**config.mk**
```make
export PLATFORM = sky130hd
export DESIGN_NAME = iir_chan_sched
export DESIGN_NICKNAME = d
export VERILOG_FILES = /design/src/rtl/iir_chan_sched.sv
export SDC_FILE = /design/constraint.sdc
export NUM_CORES = 1
export LEC_CHECK = 0
export CAP_MARGIN = 20
export CORE_UTILIZATION = 35
export DETAILED_ROUTE_END_ITERATION = 10
export PLACE_DENSITY = 0.6
export REMOVE_ABC_BUFFERS = 1
export SLEW_MARGIN = 10
export SYNTH_ARGS = -nofsm -noshare
export SYNTH_HDL_FRONTEND = slang
export SYNTH_SLANG_ARGS = --single-unit
```
**constraint.sdc**
```tcl
create_clock -name clk -period 1.5 [get_ports clk]
set_input_delay 0.375 -clock clk [delete_from_list [all_inputs] [get_ports clk]]
set_output_delay 0.375 -clock clk [all_outputs]
set_load 0.02 [all_outputs]
```
**src/rtl/iir_chan_sched.sv**
```systemverilog
// iir_chan_sched: round-robin scheduler sharing one IIR engine among NCH sample sources
// Optional feature macro: IIR_SCHED_TIMEOUT_EN (engine watchdog, adds TIMEOUT parameter and err_timeout port)
// Ports:
//   clk, rst        clock, asynchronous active-low reset
//   ch_din/valid    per-channel samples (channel i at [i*DW +: DW]) and valids
//   ch_ready        per-channel holding buffer free
//   eng_din/ch      sample and channel tag to engine, stable from ISSUE through OUT
//   eng_din_valid   one-cycle engine start pulse
//   eng_dout/valid  engine result and its one-cycle strobe
//   dout/dout_ch    filtered sample and its channel, held until the next result
//   dout_valid      one-cycle result strobe
//   err_spurious    sticky: engine strobe while no sample was awaited
//   err_timeout     sticky: engine failed to answer within TIMEOUT cycles (macro only)
module iir_chan_sched #(
  parameter int NCH = 4,
  parameter int DW = 18,
  parameter int CW = 2
`ifdef IIR_SCHED_TIMEOUT_EN
  , parameter int TIMEOUT = 64
`endif
) (
  input  logic clk,
  input  logic rst,
  input  logic [NCH*DW-1:0] ch_din,
  input  logic [NCH-1:0] ch_valid,
  output logic [NCH-1:0] ch_ready,
  output logic [DW-1:0] eng_din,
  output logic [CW-1:0] eng_ch,
  output logic eng_din_valid,
  input  logic [DW-1:0] eng_dout,
  input  logic eng_dout_valid,
  output logic [DW-1:0] dout,
  output logic [CW-1:0] dout_ch,
  output logic dout_valid,
  output logic err_spurious
`ifdef IIR_SCHED_TIMEOUT_EN
  , output logic err_timeout
`endif
);
  typedef enum logic [1:0] {IDLE, ISSUE, WAIT, OUT} state_t;
  state_t state, nxt;
  logic [NCH-1:0] pend;
  logic [DW-1:0] bufs [NCH];
  logic [CW-1:0] rr_ptr, grant, nrr;
  logic any, issued, to_hit, done;
  assign any = |pend;
  assign ch_ready = ~pend;
  assign eng_din_valid = state == ISSUE;
  assign dout_valid = state == OUT;
  assign done = eng_dout_valid || to_hit;
  // highest offset first so the channel closest to rr_ptr is written last and wins
  always_comb begin
    grant = '0;
    for (int j = NCH-1; j >= 0; j--) begin
      if (pend[(int'(rr_ptr) + j) % NCH]) grant = CW'((int'(rr_ptr) + j) % NCH);
    end
  end
  assign nrr = (int'(grant) == NCH-1) ? '0 : grant + CW'(1);
  always_ff @(posedge clk or negedge rst) begin
    if (!rst) begin
      pend <= '0;
      for (int j = 0; j < NCH; j++) bufs[j] <= '0;
    end else begin
      for (int j = 0; j < NCH; j++) begin
        if (ch_valid[j] && ch_ready[j]) begin
          bufs[j] <= ch_din[j*DW +: DW];
          pend[j] <= 1'b1;
        end else if (state == ISSUE && int'(eng_ch) == j) begin
          pend[j] <= 1'b0;
        end
      end
    end
  end
  always_ff @(posedge clk or negedge rst) begin
    if (!rst) state <= IDLE;
    else state <= nxt;
  end
  always_comb begin
    nxt = state;
    case (state)
      IDLE:  nxt = any ? ISSUE : IDLE;
      ISSUE: nxt = WAIT;
      WAIT:  nxt = done ? OUT : WAIT;
      OUT:   nxt = IDLE;
      default: nxt = IDLE;
    endcase
  end
  // issued distinguishes a stale strobe from an abandoned pre-reset sample from a real protocol error
  always_ff @(posedge clk or negedge rst) begin
    if (!rst) begin
      rr_ptr <= '0;
      eng_ch <= '0;
      eng_din <= '0;
      dout <= '0;
      dout_ch <= '0;
      err_spurious <= 1'b0;
      issued <= 1'b0;
    end else begin
      if (state == IDLE && any) begin
        eng_ch <= grant;
        eng_din <= bufs[grant];
        rr_ptr <= nrr;
        issued <= 1'b1;
      end
      if (state == WAIT && done) begin
        dout <= eng_dout_valid ? eng_dout : '0;
        dout_ch <= eng_ch;
      end
      if (eng_dout_valid && (state == ISSUE || state == OUT || (state == IDLE && issued))) err_spurious <= 1'b1;
    end
  end
`ifdef IIR_SCHED_TIMEOUT_EN
  localparam int TW = $clog2(TIMEOUT);
  logic [TW-1:0] cnt;
  assign to_hit = state == WAIT && !eng_dout_valid && cnt == TW'(TIMEOUT-1);
  // counter is zero outside WAIT, so it restarts on every WAIT entry
  always_ff @(posedge clk or negedge rst) begin
    if (!rst) begin
      cnt <= '0;
      err_timeout <= 1'b0;
    end else begin
      cnt <= (state == WAIT) ? cnt + TW'(1) : '0;
      if (to_hit) err_timeout <= 1'b1;
    end
  end
`else
  assign to_hit = 1'b0;
`endif
endmodule

```
# --- Word-level counts from Yosys, hierarchy flattened ---
# Index checks and enable logic that the tools add are counted.
word_totals:
  input_bits: 97
  word_cells: 92
  reg_bits: 122
  out_inout_bits: 47
classes:
  n_lt_le_gt_ge: 5
  reduce_logical: 24
  eq_ne: 7
  bitwise_logic: 5
  n_mux: 31
  addsub: 4
ops:
  columns: ["cell", "n"]
  rows:
  - ["2-to-1 mux 18 bit", 3]
  - ["binary-select mux 18 bit (select 2 bit)", 1]
  - ["2-to-1 mux 1 bit", 17]
  - ["logical AND 1 bit", 12]
  - ["< comparator 3 x 4 -> 1 bit, second input constant", 3]
  - ["2-to-1 mux 2 bit", 5]
  - ["binary-select mux 1 bit (select 2 bit)", 4]
  - ["equality test 2 bit, second input constant", 4]
  - ["one-hot mux 2 bit (4 select lines)", 1]
  - ["nonzero test 2 bit", 4]
  - ["equality test 2 x 1 -> 1 bit, second input constant", 3]
  - ["OR reduction 2 bit", 3]
  - ["adder 2 x 1 -> 2 bit, second input constant", 2]
  - ["adder 2 bit, second input constant", 2]
  - ["zero test 2 bit", 2]
  - ["inverter 4 bit", 1]
  - ["OR reduction 4 bit", 1]
  - ["bitwise AND 1 bit, first input constant", 3]
  - [">= comparator 3 bit, second input constant", 1]
  - ["< comparator 2 x 3 -> 1 bit, second input constant", 1]
  - ["inverter 2 -> 3 bit", 1]
  - ["logical OR 1 bit", 2]

# --- Longest topological paths before layout ---
# Gate-level depths: netlist of the first run.
depth:
  depth_word: 14
  mapped_depth: 8
  mapped_depth_nobuf: 6

# --- Least setup slack after synthesis of the first run ---
# No wires, ideal clock.
synth_timing:
  path_kind: "register -> register"
  from: "register state[0]"
  to: "register eng_din[6]"
  required_time_ps: 1375
  arrival_time_ps: 1534
  path_slack_ps: -159
  setup_ps: 125
  synth_period_minus_slack_ps: 1659
  path_stages_with_launch: 9
  n_path_buf: 2
  path_cell_list: "dfrtp_1 -> inv_1 -> ha_1 -> o41a_1 -> buf_2 -> nand3_4 -> buf_8 -> a211oi_1 -> nor3_2"
synth_via:
  elab_chain_cells: 2
synth_rtl:
  columns: ["element", "line", "rtl"]
  rows:
  - ["start: declaration", "41", "state_t state, nxt;"]
  - ["start signal: assignment", "76", "else state <= nxt;"]
  - ["zero test 2 bit", "99", "if (state == IDLE && any) begin"]
  - ["logical AND 1 bit", "99", null]
  - ["end signal: assignment", "101", "eng_din <= bufs[grant];"]
  - ["end: declaration", "27", "output logic [DW-1:0] eng_din,"]
# No other way between the ends.
# A chain may end at the register's enable or synchronous reset.

# --- Worst setup path in the final report of the first run ---
layout_timing:
  from: "register rr_ptr[0]"
  to: "register eng_din[10]"
layout_via:
  elab_chain_cells: 12
  elab_cells_between_ends: 22
  classes_between: "add/sub (3); mux (18); bitwise (1)"
layout_rtl:
  columns: ["element", "line", "rtl"]
  rows:
  - ["start: declaration", "44", "logic [CW-1:0] rr_ptr, grant, nrr;"]
  - ["start signal: assignment", "102", "rr_ptr <= nrr;"]
  - ["adder 2 bit", "55", "if (pend[(int'(rr_ptr) + j) % NCH]) grant = CW'((int'(rr_ptr) + j) % NCH);"]
  - ["binary-select mux 1 bit (select 2 bit)", "55", null]
  - ["2-to-1 mux 1 bit (not written as such) (2 in a row)", "55", null]
  - ["2-to-1 mux 2 bit (3 in a row)", "55", null]
  - ["2-to-1 mux 2 bit (*)", "55", null]
  - ["inverter 2 -> 3 bit (not written as such) (*)", "101", null]
  - ["binary-select mux 18 bit (select 2 bit) (*)", "101", null]
  - ["2-to-1 mux 18 bit (not written as such) (*) (2 in a row)", "101", null]
# Mark *: on every way between the ends. The rest lies on a longest branch, timed or not. The select of a mux whose other input is x is not followed.

==> metrics.csv, run 1 <==
metric,value,unit
outcome,"complete, but fails checks",
I/O pin count,144,
#FFs+latches synth,122,
endpoints failing hold,6,
min Tclk post-route,1.77,ns
# diodes,0,
post-synth cell types,42,
Setup WS pre-CTS,-0.308,ns
WL/cell,21.7,um
Post-synth EDFFs,0,
Sw Share,37.1,%
failing checks,"hold timing, setup timing",
I/O Buffers,143,
HPWL Detailed,9920,um
Worst Path Required,1.81,ns
most instantiated library cell after synthesis,dfrtp_1,
Final GP Congestion,0.789,
core area,15200,sq um
chip width,127,um
RSZ-0062 raised after global routing,yes,
CTS H-tree lvls,4,
Initial Util,35.8,%
CTS tree,yes,
first-pass GRT wire length,24000,um
Main synth FF type,dfrtp_1,
Total Routing Usage GR,20.2,%
f_max,565,MHz
total number of vias,4217,
Layout Nets,719,
hold_ws,-0.0143,ns
Avg Synthesized Cell Area,13.4,sq um
Site Rows,45,
dominant cells by area after synthesis,"dfrtp_1 56%, mux2_2 19%, and3_1 4.1%",
GRT overflow,0,
Comb pwr share,56.1,%
CTS Buffer Depth,2,
Psw,8.67,mW
Ys Warns,0,
slack of the critical path,-0.270,ns
Setup Viol. Count Final,52,
share of cells above drive strength 1,52.4,%
Worst Setup Start Kind,register,
First DRT Iteration DRCs,225,
Hold WC Path Type,primary input to async pin,
cells after synthesis,407,
Slowest cell on crit path,dfrtp_2,
Slew headroom,67.3,%
Residual DRC,0,
die area,16100,sq um
Placement Cell Area,7440,sq um
Clock Skew,0.00721,ns
max_cap viols,0,
crit path max fanout,5,
critical path class,register to register,
cts hold-fix bufs,0,
critical path endpoint category,register,
Die Ht,127,um
worst-margin pin slew,0.490,ns
fraction of registers with async set or reset after synthesis,100,%
Synth Cell Area,5450,sq um
vias in the first global route,4331,
sequential share of power,26.6,%
Max VDD drop,1220,uV
Synth top area share,56.1,%
antenna violations before repair,0,
synth cell count leaders,"122 x dfrtp_1, 92 x mux2_2, 36 x and3_1",
internal power,14.7,mW
pwr dens,2550,nW/um^2
Tcrit/Tclk final,118,%
Fillers,1192,
post-route ant nets,0,
leakage,3.95,nW
Clock Root Buffer,clkbuf_16,
largest net degree at the start of global routing,87,
Clock Pin Slew Worst Setup and Hold Paths,0.05,ns
Final Max Slew Viols,0,
DR pass1 iterations,4,
Yosys top cell by area,dfrtp_1,
crit path DAT,2.08,ns
final total power,23.3,mW
clock power share,17.2,%
routed wire length,17700,um
CTS sink cnt,122,
Area Growth Syn to Fin,68.1,%
latest clock arrival within the worst-skew pair,0.43,ns
Vias per Instance,5.16,
CP cell instances,buf_6 > nand3b_1 > o221a_4 > nand3_4 > clkbuf_16 > a211oi_2 > nor3_2,
Worst path max stage delay,0.45,ns
"Seq/Total Area, Yosys",56.1,%
Final Instance Area,9160,sq um
number of CTS-inserted buffers,17,
[metal layers]
| metal | wire length, um | vias up | track usage [%] |
|---|---|---|---|
| met1 | 7860 | 2194 | 25.3 |
| met4 | 297 | 0 | 9.87 |
| met5 | 0 | - | 0 |
| met2 | 8870 | 104 | 32.7 |
| li1 | - | 1899 | - |
| met3 | 718 | 20 | 5.19 |
[worst max-delay path, delay by kind of cell (launching register included)]
family | cells | cell delay, ns
AO/OA/AOI/OAI | 2 | 0.46
flip-flops | 1 | 0.45
AND/OR/NAND/NOR | 3 | 0.38
buffers and inverters | 2 | 0.36
[flip-flops by register name (all words and copies together) (netlist names), 2 cells and up]
register and cells:
rr_ptr 2, dout 18, eng_ch 2, state 2
dout_ch 2, eng_din 18, bufs 72, pend 4
[layout make-up]
| cell class | instances | area, sq um | share of cell area [%] |
|---|---|---|---|
| Sequential cell | 122 | 3060 | 33.4 |
| Clock buffer | 24 | 482 | 5.26 |
| Inverter | 6 | 27.5 | 0.301 |
| Tap cell | 188 | 235 | 2.57 |
| Clock inverter | 7 | 91.3 | 0.997 |
| Multi-Input combinational cell | 249 | 2820 | 30.8 |
| Timing Repair Buffer | 222 | 2440 | 26.6 |
[power groups by stage]
stage	combinational, mW	clock, mW	sequential (mW)
finish	13.1	4.02	6.22
global route	13.8	4.21	6.44
CTS	10.2	4.06	6.02
detailed placement	9.17	0	6.01
global placement	9.02	0	5.95
floorplan	4.29	0	6.46
[stage by stage]
stage	TNS, ns	util [%]	hold slack [ns]	std cells
floorplan	-53.40	-	0.0794	377
global placement	-21.26	48.9	0.448	751
detailed placement	-21.68	48.9	0.452	751
CTS	-4.44	54.8	0.0105	792
global route	-7.63	60.2	0.0377	818
finish	-5.53	60.2	-0.0143	818
[path summary, 6_finish.rpt]
path / start / endpoint / slack [ns] / depth (start not counted)
worst max-delay path: rr_ptr[0] / eng_din[10] / -0.27 / 7
worst min-delay path: rst / eng_din[3] / -0.01 / 2
worst max register to register: rr_ptr[0] / eng_din[10] / -0.27 / 7
worst min register to register: err_spurious / err_spurious / 0.46 / 1
max in group asynchronous: rst / pend[3] / 1.10 / 2
min in group clk: err_spurious / err_spurious / 0.46 / 1
[what timing repair did]
item                                    CTS  global route
cloned                                    3            14
setup buffers                             7            15
endpoints found under the setup margin   68           113
hold endpoints to repair                  0             0
gates resized for setup                 166           163
pin swaps                                12            29
[cells in the final DEF, fill, tap and decap left out, drive strengths merged, types with 2 or more instances in the layout]
cell type        n
a31oi            2
clkdlybuf4s15   14
nand3            3
nand2b           2
clkbuf          61
nand2            8
mux2            92
inv              6
buf             76
nor3            18
a21o             3
and3            36
dfrtp          122
nor2            20
nand3b           2
nor2b            4
a211oi          36
ha               4
clkinv           4
bufinv           2
clkdlybuf4s50   95
o21ai            5
[cells by family after synthesis]
logic type	count (synthesis)	synth area share, %
fa+ha+maj	4	0.919
mux	93	19.2
compound gates	54	9.19
simple gates	98	10.9
buf+inv	36	3.72
flops	122	56.1
Power figures use the tool's default switching activity.
==> run 2: changes to the inputs <==
--- a/config.mk
+++ b/config.mk
@@ -10,6 +10,7 @@
 export DETAILED_ROUTE_END_ITERATION = 10
 export PLACE_DENSITY = 0.6
 export REMOVE_ABC_BUFFERS = 1
+export SETUP_SLACK_MARGIN = 0.02
 export SLEW_MARGIN = 10
 export SYNTH_ARGS = -nofsm -noshare
 export SYNTH_HDL_FRONTEND = slang
==> run 2 against run 1 <==
Net effect: the flow still finishes with violations (hold timing, setup timing); flip-flop and latch count unchanged; clock skew decreased by 0.0026 ns; critical path depth decreased by 1; die area unchanged; power decreased by 5.1%; cell count decreased by 0.49%; critical endpoint is now eng_din[11]; largest power group unchanged; highest routed layer unchanged.
==> metrics.csv, run 2 (synthesis gave the netlist of run 1 again) <==
metric,value,unit,change
clock power share,18.1,%,+0.9 points
R2R Path End,eng_din[11],,
Largest register FFs,72,,unchanged
crit path DAT,2.00,ns,-0.08 ns
hold_ws,-0.0241,ns,-0.00978 ns
Slowest cell on crit path,dfrtp_2,,
vias in the first global route,4300,,-0.72%
cell count of the worst reg-to-reg path,6,,-1
crit path max fanout,7,,+2
Area Growth Syn to Fin,64.7,%,
Site Rows,45,,unchanged
core area,15200,sq um,unchanged
failing checks,"hold timing, setup timing",,
Layout Nets,714,,-0.70%
pwr dens,2470,nW/um^2,-3.1%
Final GP Congestion,0.789,,unchanged
Worst path max stage delay,0.45,ns,about the same
Residual DRC,0,,unchanged
CTS tree,yes,,
Initial Util,35.8,%,unchanged
First DRT Iteration DRCs,193,,-14%
latest clock arrival within the worst-skew pair,0.42,ns,about the same
GRT overflow,0,,unchanged
critical path class,register to register,,
WL/cell,20.3,um,-6.3%
chip width,127,um,unchanged
sequential share of power,27.6,%,+1.0 points
leakage,3.79,nW,-4.1%
RSZ-0062 raised after global routing,yes,,
first-pass GRT wire length,23900,um,-0.72%
Comb pwr share,54.2,%,-1.9 points
total number of vias,4183,,-0.81%
f_max,592,MHz,+4.8%
"commonest non-fill, non-tap cell in the layout",dfrtp_1,,
I/O pin count,144,,unchanged
Clock Root Buffer,clkbuf_16,,
end-of-flow core utilization,59.0,%,-1.2 points
most frequent cells in the layout,"116 x dfrtp_1, 95 x clkdlybuf4s50_1, 66 x mux2_2",,
Slew headroom,68.1,%,+0.77 points
routed wire length,16500,um,-6.8%
CTS H-tree lvls,4,,unchanged
Total Routing Usage GR,20.0,%,-0.24 points
I/O Buffers,143,,unchanged
Psw,8.10,mW,-6.6%
CP startpoint,rr_ptr[1],,
Tcrit/Tclk final,113,%,-5.5 points
HPWL Detailed,9920,um,unchanged
antenna violations before repair,1,,+1
min Tclk post-route,1.69,ns,-0.0818 ns
Clock Skew,0.00462,ns,-0.00259 ns
Setup Viol. Count Final,24,,-54%
CTS sink cnt,122,,unchanged
die area,16100,sq um,unchanged
share of cells above drive strength 1,53.1,%,+0.74 points
reg-to-reg setup timing slack,-0.19,ns,+0.08 ns
DR pass1 iterations,4,,unchanged
slack of the critical path,-0.188,ns,+0.0818 ns
outcome,"complete, but fails checks",,
Largest Register,bufs,,
Max VDD drop,1160,uV,-5.0%
number of CTS-inserted buffers,17,,unchanged
reg-to-reg critical path startpoint,rr_ptr[1],,
Top Registers,"bufs: 72 flops, dout: 18 flops, eng_din: 18 flops",,
critical path endpoint category,register,,
Worst Setup Start Kind,register,,
Vias per Instance,5.14,,-0.32%
max_cap viols,0,,unchanged
Die Ht,127,um,unchanged
largest net degree at the start of global routing,87,,unchanged
CTS Buffer Depth,2,,unchanged
internal power,14.1,mW,-4.2%
Sw Share,36.5,%,-0.60 points
CP cell instances,mux2i_2 > a2bb2oi_4 > nand2_8 > buf_12 > a211oi_4 > nor3_2,,
final setup TNS,-3.10,ns,+2.43 ns
crit path capture,eng_din[11],,
endpoints failing hold,13,,+7
worst-margin pin slew,0.478,ns,-0.0115 ns
cts hold-fix bufs,0,,unchanged
Hold WC Path Type,primary input to async pin,,
Worst Path Required,1.81,ns,about the same
Clock Pin Slew Worst Setup and Hold Paths,0.05,ns,about the same
Final Max Slew Viols,0,,unchanged
post-route ant nets,0,,unchanged
==> run 2: cell type report <==
| cell class | count | area [sq um] |
|---|---|---|
| Tap cell | 188 | 235 |
| Fill cell | 1241 | 6230 |
| Clock inverter | 7 | 91.3 |
| Multi-Input combinational cell | 249 | 2660 |
| Inverter | 6 | 27.5 |
| Antenna cell | 1 | 2.50 |
| Sequential cell | 122 | 3060 |
| Timing Repair Buffer | 217 | 2420 |
| Clock buffer | 24 | 482 |
==> run 2: per-stage QoR <==
stage / hold slack, ns / power [mW] / cells / worst slack, ns / instance area [sq um]
detailed placement: 0.452 / 15.2 / 751 / -0.308 / 7440
floorplan: 0.0794 / 10.8 / 377 / -1.72 / 5270
finish: -0.0241 / 22.2 / 814 / -0.188 / 8970
global route: 0.0313 / 23.3 / 813 / -0.231 / 8970
global placement: 0.448 / 15.0 / 751 / -0.284 / 7440
CTS: 0.0105 / 20.4 / 795 / -0.166 / 8430
==> run 2: power groups by stage <==
stage | logic [mW] | registers, mW | clock network [mW]
6_report | 12.0 | 6.12 | 4.02
3_3_place_gp | 9.02 | 5.95 | 0
4_1_cts | 10.2 | 6.04 | 4.06
5_1_grt | 12.7 | 6.37 | 4.20
3_5_place_dp | 9.17 | 6.01 | 0
2_1_floorplan | 4.29 | 6.46 | 0
==> run 2: worst min-delay path by stage <==
stage                       from            to  cells past startpoint
floorplan                    rst       bufs[0]                      0
global placement    err_spurious  err_spurious                      1
detailed placement  err_spurious  err_spurious                      1
CTS                          rst    eng_din[3]                      2
global route                 rst    eng_din[3]                      2
finish                       rst    eng_din[3]                      2
==> run 2: routing by layer <==
layer | share of wire [%] | global-route usage (%) | vias to the layer above | wire [um]
met5 | 0 | 0 | - | 0
met4 | 1.9 | 8.82 | 0 | 315
met3 | 5.3 | 4.93 | 28 | 869
met2 | 50 | 33.0 | 108 | 8240
met1 | 43 | 24.9 | 2151 | 7120
li1 | - | - | 1896 | -
==> run 2: critical path: cells and delay by family, from the launching register on <==
kind	cells	cell delay [ns]
and+or+nand+nor	2	0.22
muxes	1	0.18
AOI/OAI and AO/OA	2	0.54
DFF	1	0.45
buffers and inverters	1	0.19
==> run 2: timing repair <==
| action | 4_1_cts | 5_1_grt |
|---|---|---|
| gates cloned | 2 | 11 |
| resized for setup | 205 | 93 |
| endpoints found under the setup margin | 73 | 127 |
| setup buffers | 11 | 7 |
| pin swaps | 12 | 30 |
